File: config.mk
export PLATFORM = sky130hd
export DESIGN_NAME = best_move_tracker
export DESIGN_NICKNAME = d
export VERILOG_FILES = /design/src/rtl/chess_pkg.sv /design/src/rtl/score_cmp_update.sv /design/src/rtl/best_move_tracker.sv
export SDC_FILE = /design/constraint.sdc
export NUM_CORES = 1
export LEC_CHECK = 0
export CAP_MARGIN = 20
export CORE_AREA = 4 4 72 74
export DETAILED_ROUTE_END_ITERATION = 8
export DIE_AREA = 0 0 76 78
export HOLD_SLACK_MARGIN = 0.15
export PLACE_DENSITY = 0.72
export SYNTH_ARGS = -nofsm -noshare
export SYNTH_HDL_FRONTEND = slang
export SYNTH_HIERARCHICAL = 1
export SYNTH_SLANG_ARGS = --single-unit
export TNS_END_PERCENT = 50
File: constraint.sdc
create_clock -name clk -period 2.1 [get_ports clk]
set_input_delay 0.315 -clock clk [delete_from_list [all_inputs] [get_ports clk]]
set_output_delay 0.315 -clock clk [all_outputs]
set_load 0.02 [all_outputs]
File: src/rtl/chess_pkg.sv
// rtl/chess_pkg.sv - shared score/square types and best-move tracker state encoding
package chess_pkg;
    localparam int SCORE_W = 6;
    localparam int SQ_W    = 6;

    typedef logic [SCORE_W-1:0] score_t;
    typedef logic [SQ_W-1:0]    square_t;

    typedef enum logic [1:0] {
        IDLE    = 2'd0,
        COLLECT = 2'd1,
        DONE    = 2'd2
    } best_trk_state_e;
endpackage

File: src/rtl/score_cmp_update.sv
// rtl/score_cmp_update.sv - decides whether a candidate replaces the held best score
module score_cmp_update
    import chess_pkg::*;
(
    input  logic   found_i,
    input  score_t cand_score_i,
    input  score_t best_score_i,
    output logic   replace_o
);
    // Strictly greater keeps the earliest of equal scores; the first candidate always loads.
    assign replace_o = !found_i || (cand_score_i > best_score_i);
endmodule

File: src/rtl/best_move_tracker.sv
// rtl/best_move_tracker.sv - sequential argmax over NUM_CAND candidates; BEST_TRACK_EARLY_EXIT_EN ends a search on a max score
module best_move_tracker
    import chess_pkg::*;
#(
    parameter int NUM_CAND = 16,
    localparam int CNT_W   = $clog2(NUM_CAND + 1)
) (
    input  logic             clk,
    input  logic             rst,
    input  logic             start,
    input  logic             cand_valid,
    output logic             cand_ready,
    input  score_t           cand_score,
    input  square_t          cand_square,
    output logic             res_valid,
    input  logic             res_ready,
    output score_t           res_score,
    output square_t          res_square,
    output logic [CNT_W-1:0] res_count,
    output logic             busy
);
    best_trk_state_e  state_q;
    logic             cand_ready_q, res_valid_q, busy_q;
    score_t           res_score_q;
    square_t          res_square_q;
    logic [CNT_W-1:0] res_count_q;

    score_t           best_score_q, best_score_d;
    square_t          best_square_q, best_square_d;
    logic [CNT_W-1:0] cnt_q, cnt_d;
    logic             found_q;

    logic accept, replace, last, do_clear;

    score_cmp_update u_cmp (
        .found_i      (found_q),
        .cand_score_i (cand_score),
        .best_score_i (best_score_q),
        .replace_o    (replace)
    );

    assign accept = cand_valid && cand_ready_q && !start;
    assign cnt_d  = cnt_q + CNT_W'(1);
    assign best_score_d  = replace ? cand_score  : best_score_q;
    assign best_square_d = replace ? cand_square : best_square_q;

    // Start is honoured everywhere except DONE, where it only counts alongside the result handshake.
    assign do_clear = start && ((state_q == IDLE) || (state_q == COLLECT) ||
                                ((state_q == DONE) && res_ready));

`ifdef BEST_TRACK_EARLY_EXIT_EN
    assign last = (cnt_q == CNT_W'(NUM_CAND - 1)) || (&cand_score);
`else
    assign last = (cnt_q == CNT_W'(NUM_CAND - 1));
`endif

    always_ff @(posedge clk or posedge rst) begin
        if (rst) begin
            best_score_q  <= '0;
            best_square_q <= '0;
            cnt_q         <= '0;
            found_q       <= 1'b0;
        end else if (do_clear) begin
            best_score_q  <= '0;
            best_square_q <= '0;
            cnt_q         <= '0;
            found_q       <= 1'b0;
        end else if (accept) begin
            best_score_q  <= best_score_d;
            best_square_q <= best_square_d;
            cnt_q         <= cnt_d;
            found_q       <= 1'b1;
        end
    end

    always_ff @(posedge clk or posedge rst) begin
        if (rst) begin
            state_q      <= IDLE;
            cand_ready_q <= 1'b0;
            res_valid_q  <= 1'b0;
            busy_q       <= 1'b0;
            res_score_q  <= '0;
            res_square_q <= '0;
            res_count_q  <= '0;
        end else begin
            case (state_q)
                IDLE: begin
                    if (start) begin
                        state_q      <= COLLECT;
                        cand_ready_q <= 1'b1;
                        busy_q       <= 1'b1;
                    end
                end
                COLLECT: begin
                    if (accept && last) begin
                        state_q      <= DONE;
                        cand_ready_q <= 1'b0;
                        res_valid_q  <= 1'b1;
                        res_score_q  <= best_score_d;
                        res_square_q <= best_square_d;
                        res_count_q  <= cnt_d;
                    end
                end
                DONE: begin
                    if (res_ready) begin
                        res_valid_q <= 1'b0;
                        if (start) begin
                            state_q      <= COLLECT;
                            cand_ready_q <= 1'b1;
                        end else begin
                            state_q <= IDLE;
                            busy_q  <= 1'b0;
                        end
                    end
                end
                default: begin
                    state_q      <= IDLE;
                    cand_ready_q <= 1'b0;
                    res_valid_q  <= 1'b0;
                    busy_q       <= 1'b0;
                end
            endcase
        end
    end

    assign cand_ready = cand_ready_q;
    assign res_valid  = res_valid_q;
    assign busy       = busy_q;
    assign res_score  = res_score_q;
    assign res_square = res_square_q;
    assign res_count  = res_count_q;
endmodule
Word-level counts from Yosys, hierarchy flattened:

Cells that the tools add are included.
W data, S select, Z words.

* bits in registers: 40
* output and inout bits: 20
* word-level logic and storage cells: 65

* add/subtract/negate cells: 1
* magnitude comparators: 1
* equality and inequality tests: 7
* mux-type cells: 26
* bitwise operators: 2
* reductions and logical operators: 17

Operators by type and width (count)
* $mux W6: 6
* $mux W1: 11
* $mux W5: 2
* $pmux W1 S3: 3
* $gt A6 B6 Y1: 1
* $mux W2: 3
* $ne A2 B2 Y1 const B: 3
* $pmux W2 S3: 1
* $reduce_and A3 Y1: 2
* $add A5 B1 Y5 const B: 1
* $eq A5 B4 Y1 const B: 1
* $logic_and A1 B1 Y1: 5
* $reduce_and A2 Y1: 2
* $reduce_and A4 Y1: 1
* $logic_or A1 B1 Y1: 3
* $eq A2 B1 Y1 const B: 1
* $eq A2 B2 Y1 const B: 1
* $logic_not A1 Y1: 2
* $logic_not A2 Y1: 1
* $ne A2 B1 Y1 const B: 1
* $not A1 Y1: 2
* $reduce_bool A2 Y1: 1

Depth between registers and ports, before layout:

* depth in word-level cells: 5
* mapped depth: 9

Cells and area by module:

The synthesis kept the hierarchy.

By module, submodules not included
* best_move_tracker: times used 1, cells each 137, area an instance 1823.0 µm²
* score_cmp_update: times used 1, cells each 22, area an instance 153.9 µm²

Worst setup path before layout:

No wires, ideal clock.

* kind: flip-flop to flip-flop
* start: reg best_score_q[5]
* end: reg res_score_q[0] (netlist: res_score[0])
* arrival time: 2200 ps
* required time: 1975 ps
* path slack: -225 ps
* cell stages (with the launch flop): 9
* path through: dfrtp_1 -> inv_1 -> ha_1 -> nand4_1 -> o221a_1 -> o21ai_2 -> clkbuf_1 -> mux2_2 -> mux2_2

* word-level cells in the longest chain between the ends: 3

RTL lines
* start, declared: RTL line best_move_tracker.sv:28 `score_t best_score_q, best_score_d;`
* start signal, assigned: RTL line best_move_tracker.sv:69 `best_score_q <= best_score_d;`
* $gt A6 B6 Y1: RTL line score_cmp_update.sv:11 `assign replace_o = !found_i || (cand_score_i > best_score_i);`
* $logic_or A1 B1 Y1: RTL line score_cmp_update.sv:11
* net replace: RTL line best_move_tracker.sv:33 `logic accept, replace, last, do_clear;`
* $mux W6: RTL line best_move_tracker.sv:44 `assign best_score_d = replace ? cand_score : best_score_q;`
* end signal, assigned: RTL line best_move_tracker.sv:99 `res_score_q <= best_score_d;`
* end, declared: RTL line best_move_tracker.sv:24 `score_t res_score_q;`

The timed path passes the listed nets, and every way through them passes these cells.
A chain may end at the register's enable or synchronous reset.

Worst setup path in the final report:

* start: reg best_score_q[2]
* end: reg res_score_q[1] (netlist: res_score[1])

Same word-level chain as after synthesis.

==> reports/metrics.yaml <==
min_path:
  min-delay-path-class: "input port to async pin"
floorplanning:
  rows: 25
  io_pins: 37
  core_area_mm2: 0.00460
  start_util_pct: 43.0
  die_h_um: 78
  die_w_um: 76
  die_area_mm2: 0.00593
detailed_routing:
  drt.antenna.violating_nets: 0
  routed_wl_um: 4260
  wl_per_cell_um: 15.9
  firstDrtPassIters: 4
  drc: 0
  drt_iter0_drc: 76
  via_count: 1417
  drt-vias-per-instance: 5.31
timing:
  period_needed_ns: 2.18
  setup_viol: 12
  hold_slack_ns: 0.462
  tightest_slew_ns: 0.517
  slew_headroom_pct: 65.5
  finalCritPeriodShare_pct: 104
  setup_ws_ns: -0.0777
  maxSlewViolCount: 0
  clock.fmax_mhz: 459
  rsz0062_at_grt: "yes"
  hold_viol: 0
  finalClockSkew_ns: 0.00704
finish:
  mostFrequentLayoutCell: "dfrtp_1"
  final_cell_mix: "40 x dfrtp_1, 30 x clkdlybuf4s50_1, 25 x mux2_4, 14 x inv_1, 13 x buf_4"
  drive_gt1_share_pct: 30.0
  instances_no_fill: 267
  syn2layout_area_growth_pct: 37.3
  finalNetCount: 238
  postLayoutCellArea_mm2: 0.00272
  antenna_cells: 0
logic_synthesis:
  ys_types: 37
  synth_warnings: 6
  synth.top_cell.area_share_pct: 50.6
  synth_top_cell_by_area: "dfrtp_1"
  ys_seq_area_share_pct: 50.6
  synth_seq_cells: 40
  synthCells: 159
  syn-mean-instance-area_um2: 12.4
  syn-num-nets: 184
  yosys-top-cells-area: "dfrtp_1 51%, mux2_2 12%, a22o_1 5.3%"
  syn_area_mm2: 0.00198
setup_path:
  crit_path_cell_trace: "inv_1 -> ha_1 -> nand4_1 -> o221a_1 -> o21ai_2 -> buf_6 -> mux2_4 -> mux2_4"
  cp.arrival_ns: 2.35
  r2r-start: "best_score_q[2]"
  reg2reg_slack_ns: -0.08
  cpMaxStageDelayCell: "dfrtp_1"
  worstSetupPathType: "flop to flop"
  worst_setup_path_start_kind: "flop"
  crit_start: "best_score_q[2]"
  r2r-end: "res_score[1]"
  cp_common_cell: "mux2_4"
  critical_path.max_fanout: 5
  critPathMaxStageDelay_ns: 0.37
  r2r_cells: 8
  worstPathRequired_ns: 2.27
  end_kind: "flop"
place:
  port_buffers: 36
  post_dp_cell_area_mm2: 0.00248
  dp.cells: 257
  dp_hpwl_um: 2740
  dp_slack_ns: -0.497
  place.gp.congestion: 0.746
global_routing:
  grt_start_max_net_pins: 41
  grt_pass1_vias: 1526
  antenna_found_initial: 0
  grt_usage_pct: 14.8
  grt-ovfl-total: 0
  grt_pass1_wl_um: 7250
clock_tree:
  cts_tree: "built"
  clk_pin_slew_ns: 0.08
  clk_latency_ns: 0.29
  cts-htree-levels: 2
  clk_path_buf_depth: 2
  clock-sinks: 40
  numCtsBuffers: 5
  clockRootBuffer: "clkbuf_8"
  postCtsHoldBufs: 0
power_and_ir_drop:
  powerDensity_mw_per_mm2: 599
  p_leak_nw: 1.31
  vdd_ir_drop_max_v: 0.000330
outcome:
  status: "finished, violations left"
  violations: "setup timing"
job:
  drv_cap: 0
-- power breakdown --
part	switching [W]	internal, W
clock	0.000251	0.000293
sequential	0.0000290	0.000800
combinational	0.000120	0.000136
-- state kept, by name, summed over array words and instances, names as in the netlist --
name           count
best_score_q       6
best_square_q      6
busy               1
cand_ready         1
cnt_q              5
found_q            1
res_count          5
res_score          6
res_square         6
res_valid          1
state_q            2
-- synthesized netlist by cell type (all sizes together) --
library cell  number
a21o               3
xnor2              1
a31oi              1
mux2              27
nand4              1
o221a              1
xor2               1
nand2b             1
o22ai              1
o21bai             1
dfrtp             40
and2               1
a41oi              1
a21oi              9
nand2              5
mux2i              2
and3               1
nor2               2
o21a               2
o211ai             2
nand3              2
and3b              1
nand3b             1
inv               16
nor4               1
ha                 8
o21ai              7
buf                3
o221ai             1
clkbuf             3
a22o              12
and2b              1
-- metal layers --
metal	share of wire [%]	GRT usage, %	vias up
met3	4.3	3.48	8
met5	0	0	-
li1	-	-	676
met1	48	20.5	696
met2	47	22.9	37
met4	1.2	4.45	0
-- logic make-up after synthesis --
kind of cell / Yosys count / synth area share [%]
and+or+nand+nor: 17 / 6.08
AOI/OAI and AO/OA: 41 / 14.8
DFF: 40 / 50.6
xor gates and xnor gates: 2 / 0.886
adders and majority gates: 8 / 5.06
muxes: 29 / 17.5
buffers and inverters: 22 / 5.00
-- worst max-delay path: cells and delay by family (launching register included) --
| family | cells | cell delay, ns |
|---|---|---|
| mux | 2 | 0.57 |
| buf+inv | 2 | 0.23 |
| compound gates | 2 | 0.52 |
| simple gates | 1 | 0.11 |
| fa+ha+maj | 1 | 0.26 |
| flops | 1 | 0.37 |
-- area by class of cell --
class | count | area [um^2]
fill | 379 | 1880
sequential | 40 | 1000
multi-input combinational | 97 | 995
timing repair buffer | 53 | 495
clock buffer | 7 | 96.3
tap | 54 | 67.6
inverter | 16 | 60.1
-- timing repair --
item | 4_1_cts | 5_1_grt
cloned | 1 | 0
setup buffers | 1 | 1
resized for setup | 27 | 8
setup endpoints to repair | 24 | 24
pin swaps | 6 | 5
-- worst max path at each step --
stage | to | slack, ns
after global placement | best_score_q[5] | -0.43
final | res_score[1] | -0.08
after global routing | res_score[1] | -0.13
after floorplan | res_score[0] | -0.02
after CTS | res_square[0] | -0.06
after detailed placement | best_square_q[2] | -0.50
-- metrics by stage --
stage	utilization, %	power, W	TNS (ns)
after global placement	54.0	0.00107	-9.85
after global routing	59.0	0.00172	-1.87
after floorplan	-	0.000969	-0.224
after detailed placement	54.0	0.00107	-11.00
final	59.0	0.00163	-0.774
after CTS	57.9	0.00164	-0.612
Note: power is estimated with default switching activity, not from simulation.
